### src/rtl/mem_access_stage.sv
// mem_access_stage: data-memory stage of the multicycle ARM core (LDR/STR).
// Latency: accept -> MEM next cycle; then WB_BASE / WB_RD when needed; a DONE pulse retires the instruction.
// Backpressure: in_ready only in IDLE; MEM holds until mem_ack or timeout; the WB states hold until wb_ready.
//
// Ports:
//   clk, nreset             clock; synchronous active-high reset
//   in_valid/in_ready       execute handshake; decoded fields are captured on the accept edge
//   cond_pass               0 squashes the instruction (no memory access, no writes)
//   base_data, offset,
//   up_down, pre_post,
//   write_back, load_store,
//   byte_word, rd, rn,
//   store_data              decoded LDR/STR operands
//   mem_*                   single data-memory transaction, req held until ack
//   wb_*                    single-port register writeback (base update first, then load)
//   done, err               retire pulse; err marks a timeout abort
//
// Optional build macro: LSU_UNALIGNED_ROTATE_EN. When it is defined, a word load from a
// non-word-aligned address is rotated right by 8*addr[1:0] (ARMv4 behaviour).
module mem_access_stage #(
  parameter int TIMEOUT_CYC = 15,
  parameter int CNT_W       = 4
) (
  input  logic        clk,
  input  logic        nreset,
  input  logic        in_valid,
  output logic        in_ready,
  input  logic        cond_pass,
  input  logic [31:0] base_data,
  input  logic [31:0] offset,
  input  logic        up_down,
  input  logic        pre_post,
  input  logic        write_back,
  input  logic        load_store,
  input  logic        byte_word,
  input  logic [3:0]  rd,
  input  logic [3:0]  rn,
  input  logic [31:0] store_data,
  output logic        mem_req,
  output logic        mem_we,
  output logic [31:0] mem_addr,
  output logic [31:0] mem_wdata,
  output logic [3:0]  mem_be,
  input  logic [31:0] mem_rdata,
  input  logic        mem_ack,
  output logic        wb_valid,
  output logic [3:0]  wb_addr,
  output logic [31:0] wb_data,
  input  logic        wb_ready,
  output logic        done,
  output logic        err
);

  typedef enum logic [2:0] {
    S_IDLE    = 3'd0,
    S_MEM     = 3'd1,
    S_WB_BASE = 3'd2,
    S_WB_RD   = 3'd3,
    S_DONE    = 3'd4
  } state_t;

  // Last counter value before the abort: mem_req is therefore high for exactly TIMEOUT_CYC cycles.
  localparam logic [CNT_W-1:0] TO_LAST = CNT_W'(TIMEOUT_CYC - 1);

  state_t state, state_nxt;

  logic             accept;
  logic [31:0]      eff_in;
  logic [31:0]      addr_in;
  logic [3:0]       be_in;
  logic [31:0]      wdata_in;

  logic [31:0]      eff_r;
  logic [31:0]      addr_r;
  logic [3:0]       be_r;
  logic [31:0]      wdata_r;
  logic             load_r;
  logic             byte_r;
  logic             base_upd_r;
  logic [3:0]       rd_r;
  logic [3:0]       rn_r;
  logic [31:0]      load_val;
  logic             err_r;
  logic [CNT_W-1:0] cnt;
  logic             timeout;
  logic [31:0]      rdata_fmt;

  assign accept = in_valid && in_ready;

  // Address arithmetic and store formatting on the raw execute inputs; results are captured on accept.
  assign eff_in  = up_down ? (base_data + offset) : (base_data - offset);
  assign addr_in = pre_post ? eff_in : base_data;

  always_comb begin
    be_in    = 4'hF;
    wdata_in = store_data;
    if (byte_word) begin
      be_in    = 4'b0001 << addr_in[1:0];
      wdata_in = {4{store_data[7:0]}};
    end
  end

  assign timeout = (TIMEOUT_CYC != 0) && (cnt == TO_LAST);

  // Load formatting uses the captured address lane.
  always_comb begin
    rdata_fmt = mem_rdata;
    if (byte_r) begin
      case (addr_r[1:0])
        2'd0:    rdata_fmt = {24'h0, mem_rdata[7:0]};
        2'd1:    rdata_fmt = {24'h0, mem_rdata[15:8]};
        2'd2:    rdata_fmt = {24'h0, mem_rdata[23:16]};
        default: rdata_fmt = {24'h0, mem_rdata[31:24]};
      endcase
    end else begin
`ifdef LSU_UNALIGNED_ROTATE_EN
      case (addr_r[1:0])
        2'd0:    rdata_fmt = mem_rdata;
        2'd1:    rdata_fmt = {mem_rdata[7:0],  mem_rdata[31:8]};
        2'd2:    rdata_fmt = {mem_rdata[15:0], mem_rdata[31:16]};
        default: rdata_fmt = {mem_rdata[23:0], mem_rdata[31:24]};
      endcase
`else
      rdata_fmt = mem_rdata;
`endif
    end
  end

  always_ff @(posedge clk) begin
    if (nreset) begin
      state <= S_IDLE;
    end else begin
      state <= state_nxt;
    end
  end

  always_comb begin
    state_nxt = state;
    case (state)
      S_IDLE: begin
        if (accept) state_nxt = cond_pass ? S_MEM : S_DONE;
      end
      S_MEM: begin
        // An ack arriving in the timeout cycle still completes the access.
        if (mem_ack) begin
          if (base_upd_r)  state_nxt = S_WB_BASE;
          else if (load_r) state_nxt = S_WB_RD;
          else             state_nxt = S_DONE;
        end else if (timeout) begin
          state_nxt = S_DONE;
        end
      end
      S_WB_BASE: begin
        if (wb_ready) state_nxt = load_r ? S_WB_RD : S_DONE;
      end
      S_WB_RD: begin
        if (wb_ready) state_nxt = S_DONE;
      end
      S_DONE:  state_nxt = S_IDLE;
      default: state_nxt = S_IDLE;
    endcase
  end

  always_ff @(posedge clk) begin
    if (nreset) begin
      eff_r      <= '0;
      addr_r     <= '0;
      be_r       <= '0;
      wdata_r    <= '0;
      load_r     <= 1'b0;
      byte_r     <= 1'b0;
      base_upd_r <= 1'b0;
      rd_r       <= '0;
      rn_r       <= '0;
      load_val   <= '0;
      err_r      <= 1'b0;
      cnt        <= '0;
    end else begin
      if (accept) begin
        eff_r      <= eff_in;
        addr_r     <= addr_in;
        be_r       <= be_in;
        wdata_r    <= wdata_in;
        load_r     <= load_store;
        byte_r     <= byte_word;
        base_upd_r <= write_back | ~pre_post;
        rd_r       <= rd;
        rn_r       <= rn;
        err_r      <= 1'b0;
        cnt        <= '0;
      end
      if (state == S_MEM) begin
        if (mem_ack) begin
          if (load_r) load_val <= rdata_fmt;
        end else begin
          cnt <= cnt + CNT_W'(1);
          if (timeout) err_r <= 1'b1;
        end
      end
    end
  end

  // All outputs decode from registered state and captured values only.
  always_comb begin
    in_ready  = (state == S_IDLE);
    mem_req   = 1'b0;
    mem_we    = 1'b0;
    mem_addr  = '0;
    mem_wdata = '0;
    mem_be    = '0;
    wb_valid  = 1'b0;
    wb_addr   = '0;
    wb_data   = '0;
    done      = 1'b0;
    err       = 1'b0;
    case (state)
      S_MEM: begin
        mem_req   = 1'b1;
        mem_we    = ~load_r;
        mem_addr  = {addr_r[31:2], 2'b00};
        mem_wdata = load_r ? 32'h0 : wdata_r;
        mem_be    = be_r;
      end
      S_WB_BASE: begin
        wb_valid = 1'b1;
        wb_addr  = rn_r;
        wb_data  = eff_r;
      end
      S_WB_RD: begin
        wb_valid = 1'b1;
        wb_addr  = rd_r;
        wb_data  = load_val;
      end
      S_DONE: begin
        done = 1'b1;
        err  = err_r;
      end
      default: ;
    endcase
  end

endmodule

### config.mk
export PLATFORM = sky130hd
export DESIGN_NAME = mem_access_stage
export DESIGN_NICKNAME = d
export VERILOG_FILES = /design/src/rtl/mem_access_stage.sv
export SDC_FILE = /design/constraint.sdc
export NUM_CORES = 1
export LEC_CHECK = 0
export BUFFER_PORTS_ARGS = -buffer_cell sky130_fd_sc_hd__buf_2
export CAP_MARGIN = 20
export CORE_ASPECT_RATIO = 0.9
export CORE_MARGIN = 2
export CORE_UTILIZATION = 40
export DETAILED_ROUTE_END_ITERATION = 10
export PLACE_DENSITY = 0.67
export SETUP_SLACK_MARGIN = 0.15
export SLEW_MARGIN = 15
export SYNTH_ARGS = -nofsm -noshare
export SYNTH_HDL_FRONTEND = slang
export SYNTH_SLANG_ARGS = --single-unit
### constraint.sdc
create_clock -name clk -period 5.6 [get_ports clk]
set_input_delay 0.84 -clock clk [delete_from_list [all_inputs] [get_ports clk]]
set_output_delay 0.84 -clock clk [all_outputs]
set_load 0.02 [all_outputs]
Word-level counts from Yosys, hierarchy flattened:

Index checks and enable logic that the tools add are counted.
W data, S select, Z words.

* flip-flop bits (word level): 151
* word-level logic and storage cells: 70
* input bits: 147

* reductions and logical operators: 6
* bitwise operators: 3
* multiplexer cells: 33
* equality and inequality tests: 11
* shifts and indexed selects: 1
* add/sub/neg operators: 3

Operators by type and width (count)
* $mux W32: 7
* $pmux W32 S2: 1
* $add A32 B32 Y32: 1
* $sub A32 B32 Y32: 1
* $mux W3: 8
* $pmux W8 S3: 1
* $mux W4: 5
* $pmux W3 S4: 1
* $mux W1: 9
* $pmux W4 S2: 1
* $eq A3 B2 Y1 const B: 2
* $add A4 B1 Y4 const B: 1
* $eq A4 B4 Y1 const B: 1
* $ne A2 B2 Y1 const B: 2
* $reduce_and A4 Y1: 1
* $shl A1 B2 Y4 const A: 1
* $eq A3 B1 Y1 const B: 1
* $eq A3 B3 Y1 const B: 1
* $logic_not A3 Y1: 1
* $ne A3 B3 Y1 const B: 1
* $reduce_and A3 Y1: 1
* $eq A2 B1 Y1 const B: 1
* $eq A2 B2 Y1 const B: 1
* $logic_not A2 Y1: 1
* 5 further kinds: 6

Depth between registers and ports, before layout:

Gate-level depths: netlist of the first run.

* depth after elaboration: 6
* gate-level depth with buffers: 19
* gate-level depth less buffers: 18

Least setup slack after synthesis of the first run:

Ideal clock, no wire load.

* path type: in2reg
* start point: in offset[5]
* end point: reg addr_r[31]
* setup slack: 0.911 ns
* path buffers: 1
* cell stages on the path: 17
* data arrival time: 4.604 ns
* path through: or4_4 -> or4_1 -> nor4_2 -> and2_1 -> nand2_1 -> nor3_1 -> nor2_1 -> xor2_1 -> ha_1 -> clkbuf_1 -> a211oi_1 -> o21ai_0 -> o22a_1 -> a2111o_1 -> o22ai_1 -> xnor2_1 -> a211oi_1

* word-level cells in the longest chain between the ends: 3
* elaborated cells on any way between the ends: 4
* classes of those cells: 2 x add/sub; 2 x mux

RTL lines
* from (decl): line 30 `input logic [31:0] offset,`
* $sub A32 B32 Y32 / $add A32 B32 Y32 (equally long branches): line 91 `assign eff_in = up_down ? (base_data + offset) : (base_data - offset);`
* $mux W32 (*): line 91
* $mux W32 (*): line 92 `assign addr_in = pre_post ? eff_in : base_data;`
* to (signal assigned): line 181 `addr_r <= addr_in;`
* to (decl): line 74 `logic [31:0] addr_r;`

Mark *: on every way between the ends. The rest lies on a longest branch, timed or not.
A chain may end at the register's enable or synchronous reset.

Worst setup path after layout of the first run:

* start point: in offset[5]
* end point: reg addr_r[29]

The elaborated chain is that of the path after synthesis.

==> flow_metrics.env, run 1 <==
export IMPL_status="completed"
export IMPL_critPathCaptureType="flip-flop"
export IMPL_p_per_area_nw_per_um2=384
export IMPL_rr_worst_depth=7
export IMPL_final_antenna_net_count=0
export IMPL_synthArstFlopShare_pct=0
export IMPL_io_buffers=254
export IMPL_cts_buffers=17
export IMPL_min_delay_start="addr_r[2]$_SDFFE_PP0P_"
export IMPL_ios=257
export IMPL_highest_layer="met4"
export IMPL_leakagePower_nw=5.12
export IMPL_die_x_um=169
export IMPL_drt_pass1_iter_count=5
export IMPL_wl_per_cell_um=18.0
export IMPL_fin_tns_setup_ns=0
export IMPL_grt_pass1_vias=8993
export IMPL_fmax_mhz=206
export IMPL_synth_cells=1257
export IMPL_worst_slew_pin_slew_ns=1.03
export IMPL_yosysTopAreaCell="dfxtp_1"
export IMPL_drt_met1_wl_um=14600
export IMPL_drc=0
export IMPL_hold_violations=0
export IMPL_setup_viol=0
export IMPL_dr_wl_met3_um=1780
export IMPL_fin_area_um2=11700
export IMPL_drt_initial_drc_count=882
export IMPL_p_total_w=0.00451
export IMPL_fin_crit_sh_pct=86.8
export IMPL_drive_gt1_share_pct=21.9
export IMPL_synth_top_cells_by_area="dfxtp_1 31%, mux2i_1 8.0%, a21oi_1 6.6%"
export IMPL_max_stage_delay_ns=0.57
export IMPL_min_period_ns=4.86
export IMPL_antenna_found_initial=1
export IMPL_grt_overflow=0
export IMPL_fin_nets=1638
export IMPL_multi_input_area_um2=6300
export IMPL_syn2layout_area_growth_pct=20.4
export IMPL_worstSetupPathType="in2reg"
export IMPL_fin_cells=1772
export IMPL_route_met2_wl_um=14700
export IMPL_cts_setup_buffers=0
export IMPL_hp_class="reg2reg"
export IMPL_min_to="addr_r[2]$_SDFFE_PP0P_"
export IMPL_wl_um=31900
export IMPL_rsz0062_at_grt="false"
export IMPL_slowest_stage="or4_4"
export IMPL_root_buffer="clkbuf_16"
export IMPL_start_util_pct=40.5
export IMPL_reg2reg_to="state[0]$_SDFFE_PP0P_"
export IMPL_cp_required_ns=5.89
export IMPL_fillers=2432
export IMPL_cts_tree="built"
export IMPL_synth_seq_cells=151
export IMPL_synth_top_area_share_pct=31.0
export IMPL_cp_max_fo=9
export IMPL_r2r_start="state[0]$_SDFFE_PP0P_"
export IMPL_worst_setup_path_start_kind="input pin"
export IMPL_htreeDepth=4
export IMPL_dpl_cell_area_um2=11100
export IMPL_worst_r2r_setup_slack_ns=2.54
export IMPL_syn_avg_cell_area_um2=7.75
export IMPL_relSlewSlack_pct=31.4
export IMPL_fin_skew_ns=0.00756
export IMPL_dp_hpwl_um=23400
export IMPL_slew_viol_final=0
export IMPL_timing_max_cap_violations=0
export IMPL_num_rows=54
export IMPL_synth_edff_count=0
export IMPL_path_cells="buf_2 > or4_4 > or4_1 > nor4_2 > and2_1 > nand2_1 > nor3_1 > nor2_1 > xor2_1 > ha_1 > a2111oi_0 > o21ai_0 > and2_1 > a31oi_1 > xor2_1 > a2111oi_0"
export IMPL_core_um2=24100
export IMPL_cts_hold_buf=0
export IMPL_seq_area_frac_synth_pct=31.0
export IMPL_grt_pass1_wl_um=49200
export IMPL_clkTransAtPathRegs_ns=0.06
export IMPL_fin_util_pct=48.8
export IMPL_register_area_um2=3020
export IMPL_yosys_top_cells_count="151 x dfxtp_1, 151 x nand2_1, 149 x nor2_1, 129 x a21oi_1, 80 x clkbuf_1"
export IMPL_via_count=9768
export IMPL_cts_buffer_depth=2
export IMPL_syn_area_um2=9740
export IMPL_gp_congestion=0.948
export IMPL_worstPathArrival_ns=5.16
export IMPL_whs_path_depth=2
export IMPL_via_per_inst=5.51
export IMPL_grt_start_max_net_pins=91
export IMPL_ys_types=65
export IMPL_peakVddDrop_mv=0.221
export IMPL_synth_warnings=0
export IMPL_die_y_um=152
export IMPL_clkLatencyLatePin_ns=0.42
export IMPL_numClockSinks=151
export IMPL_track_usage_pct=24.2
export IMPL_cts_resized=0
export IMPL_synth_main_ff_cell="dfxtp_1"
export IMPL_dieArea_um2=25600
export IMPL_dp_cells=1738
layout by cell type, fill, tap and decap left out, types with 10 or more instances in the layout:
master	count
a21oi_1	129
o21ai_0	41
buf_2	253
and3_1	10
nand3_1	13
and2_1	72
xor2_1	37
nor4_1	12
xnor2_1	22
inv_1	21
nand3b_1	24
ha_1	41
a21o_1	14
a211oi_1	54
nor2_1	149
nand2_1	150
buf_4	12
mux2i_1	78
nor3_1	26
clkbuf_16	17
dfxtp_1	150
worst max-delay path by stage:
stage	to	from	cells after the start
2_1_floorplan	addr_r[31]$_SDFFE_PP0P_	offset[5]	17
3_3_place_gp	eff_r[31]$_SDFFE_PP0P_	offset[5]	15
3_5_place_dp	addr_r[31]$_SDFFE_PP0P_	offset[5]	17
4_1_cts	addr_r[29]$_SDFFE_PP0P_	offset[5]	16
5_1_grt	addr_r[31]$_SDFFE_PP0P_	offset[5]	17
6_report	addr_r[29]$_SDFFE_PP0P_	offset[5]	16
state kept, by name, summed over array words and instances, names as in the netlist:
| register | cells |
|---|---|
| addr_r | 32 |
| wdata_r | 32 |
| byte_r | 1 |
| rd_r | 4 |
| base_upd_r | 1 |
| load_val | 32 |
| be_r | 4 |
| cnt | 4 |
| eff_r | 32 |
| load_r | 1 |
| err_r | 1 |
| rn_r | 4 |
| state | 3 |
critical path, delay by kind of cell:
kind                       cells  cell delay [ns]
buffers and inverters          1             0.12
AOI/OAI and AO/OA              4             1.26
and+or+nand+nor                8             2.24
xor gates and xnor gates       2             0.31
adders and majority gates      1             0.39
routing by layer:
| layer | vias to the layer above | track usage (%) |
|---|---|---|
| li1 | 4803 | - |
| met2 | 358 | 39.8 |
| met1 | 4560 | 32.7 |
| met4 | 0 | 7.47 |
| met3 | 47 | 3.52 |
| met5 | - | 0 |
kinds of logic (layout without fill, tap and decap cells):
kind of cell,Yosys count,in the layout,share of synthesized area [%]
AOI/OAI and AO/OA,310,310,20.2
xor gates and xnor gates,60,60,5.47
adders and majority gates,42,42,5.47
buffers and inverters,114,318,4.48
DFF,151,151,31.0
muxes,84,84,8.71
other,1,4,0.0385
and+or+nand+nor,495,495,24.6
stage by stage:
stage | hold WS (ns) | worst slack, ns
finish | 0.452 | 0.737
global route | 0.471 | 0.475
CTS | 0.452 | 0.829
detailed placement | 0.443 | 0.401
global placement | 0.438 | 0.419
floorplan | 0.427 | 0.911
cell type report:
class,count,share of cell area [%]
Antenna cell,2,0.0427
Timing Repair Buffer,265,11.6
Multi-Input combinational cell,993,53.7
Tap cell,308,3.29
Clock inverter,11,0.981
Clock buffer,21,3.93
Sequential cell,151,25.8
Inverter,21,0.672
power by group:
group / internal (W) / leakage, nW / switching [W]
sequential: 0.00133 / 1.24 / 0.000191
combinational: 0.000668 / 3.62 / 0.00118
clock: 0.000644 / 0.269 / 0.000495
total: 0.00265 / 5.12 / 0.00186
No activity file was read; power rests on OpenSTA's default activity.
==> run 2: changes to the inputs <==
- CORE_ASPECT_RATIO: 0.9 -> default
- SLEW_MARGIN: 15 -> default
==> flow_metrics.env, run 2 (same netlist as run 1, synthesis figures left out) <==
export IMPL_worstSetupPathType="in2reg"
export IMPL_min_period_ns=4.74
export IMPL_fin_skew_ns=0.0116
export IMPL_htreeDepth=4
export IMPL_die_x_um=160
export IMPL_ios=257
export IMPL_fin_crit_sh_pct=84.6
export IMPL_drt_initial_drc_count=523
export IMPL_io_buffers=254
export IMPL_cp_required_ns=5.92
export IMPL_gp_congestion=0.896
export IMPL_grt_pass1_vias=9135
export IMPL_clkLatencyLatePin_ns=0.43
export IMPL_cts_buffers=17
export IMPL_drt_pass1_iter_count=5
export IMPL_timing_max_cap_violations=0
export IMPL_dp_hpwl_um=23400
export IMPL_fillers=2475
export IMPL_core_um2=24100
export IMPL_numClockSinks=151
export IMPL_final_antenna_net_count=0
export IMPL_antenna_found_initial=0
export IMPL_wl_um=31500
export IMPL_peakVddDrop_mv=0.282
export IMPL_cts_buffer_depth=2
export IMPL_slew_viol_final=0
export IMPL_root_buffer="clkbuf_16"
export IMPL_multi_input_area_um2=6300
export IMPL_grt_overflow=0
export IMPL_wl_per_cell_um=17.7
export IMPL_fin_tns_setup_ns=0
export IMPL_leakagePower_nw=5.13
export IMPL_cts_hold_buf=0
export IMPL_final_cell_mix="253 x buf_2, 150 x nand2_1, 150 x dfxtp_1, 149 x nor2_1, 129 x a21oi_1"
export IMPL_fin_nets=1637
export IMPL_cp_max_fo=9
export IMPL_critPathCaptureType="flip-flop"
export IMPL_dieArea_um2=25600
export IMPL_relSlewSlack_pct=32.2
export IMPL_diodes=0
export IMPL_fin_util_pct=48.8
export IMPL_via_per_inst=5.40
export IMPL_grt_pass1_wl_um=49400
export IMPL_worst_slew_pin_slew_ns=1.01
export IMPL_setup_viol=0
export IMPL_cts_setup_buffers=0
export IMPL_drive_gt1_share_pct=21.9
export IMPL_clkTransAtPathRegs_ns=0.07
export IMPL_worstPathArrival_ns=5.05
export IMPL_track_usage_pct=24.1
export IMPL_cts_resized=0
export IMPL_start_util_pct=40.4
export IMPL_fmax_mhz=211
export IMPL_worst_setup_path_start_kind="input pin"
export IMPL_hp_class="reg2reg"
export IMPL_final_common_cell="buf_2"
export IMPL_p_per_area_nw_per_um2=381
export IMPL_syn2layout_area_growth_pct=20.7
export IMPL_drc=0
export IMPL_grt_start_max_net_pins=87
export IMPL_status="completed"
export IMPL_register_area_um2=3020
export IMPL_die_y_um=160
export IMPL_hold_violations=0
export IMPL_cts_tree="built"
export IMPL_num_rows=57
export IMPL_via_count=9646
export IMPL_rsz0062_at_grt="false"
[run 2: layout make-up]
type,instances,share of cell area (%)
clock buffers,17,3.62
well taps,324,3.45
repair buffers,264,11.8
flip-flops and latches,151,25.7
clock inverters,15,1.16
multi-input cells,993,53.6
inverters,21,0.671
[run 2: worst max-delay path: stages]
cell	delay (ns)
buf_2	0.12
or4_4	0.57
or4_1	0.53
nor4_2	0.32
and2_1	0.27
nand2_1	0.09
nor3_1	0.19
nor2_1	0.07
xor2_1	0.18
ha_1	0.41
a2111oi_0	0.41
o21ai_0	0.20
and2_1	0.17
a31oi_1	0.20
xor2_1	0.11
a2111oi_0	0.36
[run 2: worst paths after layout]
path / start / endpoint / slack (ns) / cells after the start
max: offset[5] / addr_r[29]$_SDFFE_PP0P_ / 0.86 / 16
min: addr_r[2]$_SDFFE_PP0P_ / addr_r[2]$_SDFFE_PP0P_ / 0.45 / 2
max reg2reg: state[0]$_SDFFE_PP0P_ / cnt[1]$_SDFF_PP0_ / 2.87 / 7
min reg2reg: addr_r[2]$_SDFFE_PP0P_ / addr_r[2]$_SDFFE_PP0P_ / 0.45 / 2
[run 2: metal layers]
metal	global-route usage (%)	part of all wire, %	wire [um]	up-vias
li1	-	-	-	4814
met1	34.2	48	15200	4472
met2	38.3	44	13900	328
met3	3.77	6.1	1910	32
met4	5.90	1.5	479	0
met5	0	0	0	-
[run 2: per-stage QoR]
step	area (um2)	power [W]	setup WS [ns]	hold slack [ns]	std cells
finish	11800	0.00448	0.864	0.450	1785
CTS	11700	0.00450	0.855	0.451	1784
floorplan	9750	0.00282	0.911	0.427	1258
detailed placement	11200	0.00338	0.408	0.443	1752
global placement	11200	0.00337	0.455	0.438	1752
global route	11800	0.00478	0.481	0.469	1785
[run 2: power breakdown]
| part | internal, W | total, W | switching [W] |
|---|---|---|---|
| clock | 0.000584 | 0.00110 | 0.000520 |
| combinational | 0.000676 | 0.00186 | 0.00118 |
| sequential | 0.00133 | 0.00151 | 0.000180 |
| total | 0.00259 | 0.00448 | 0.00188 |
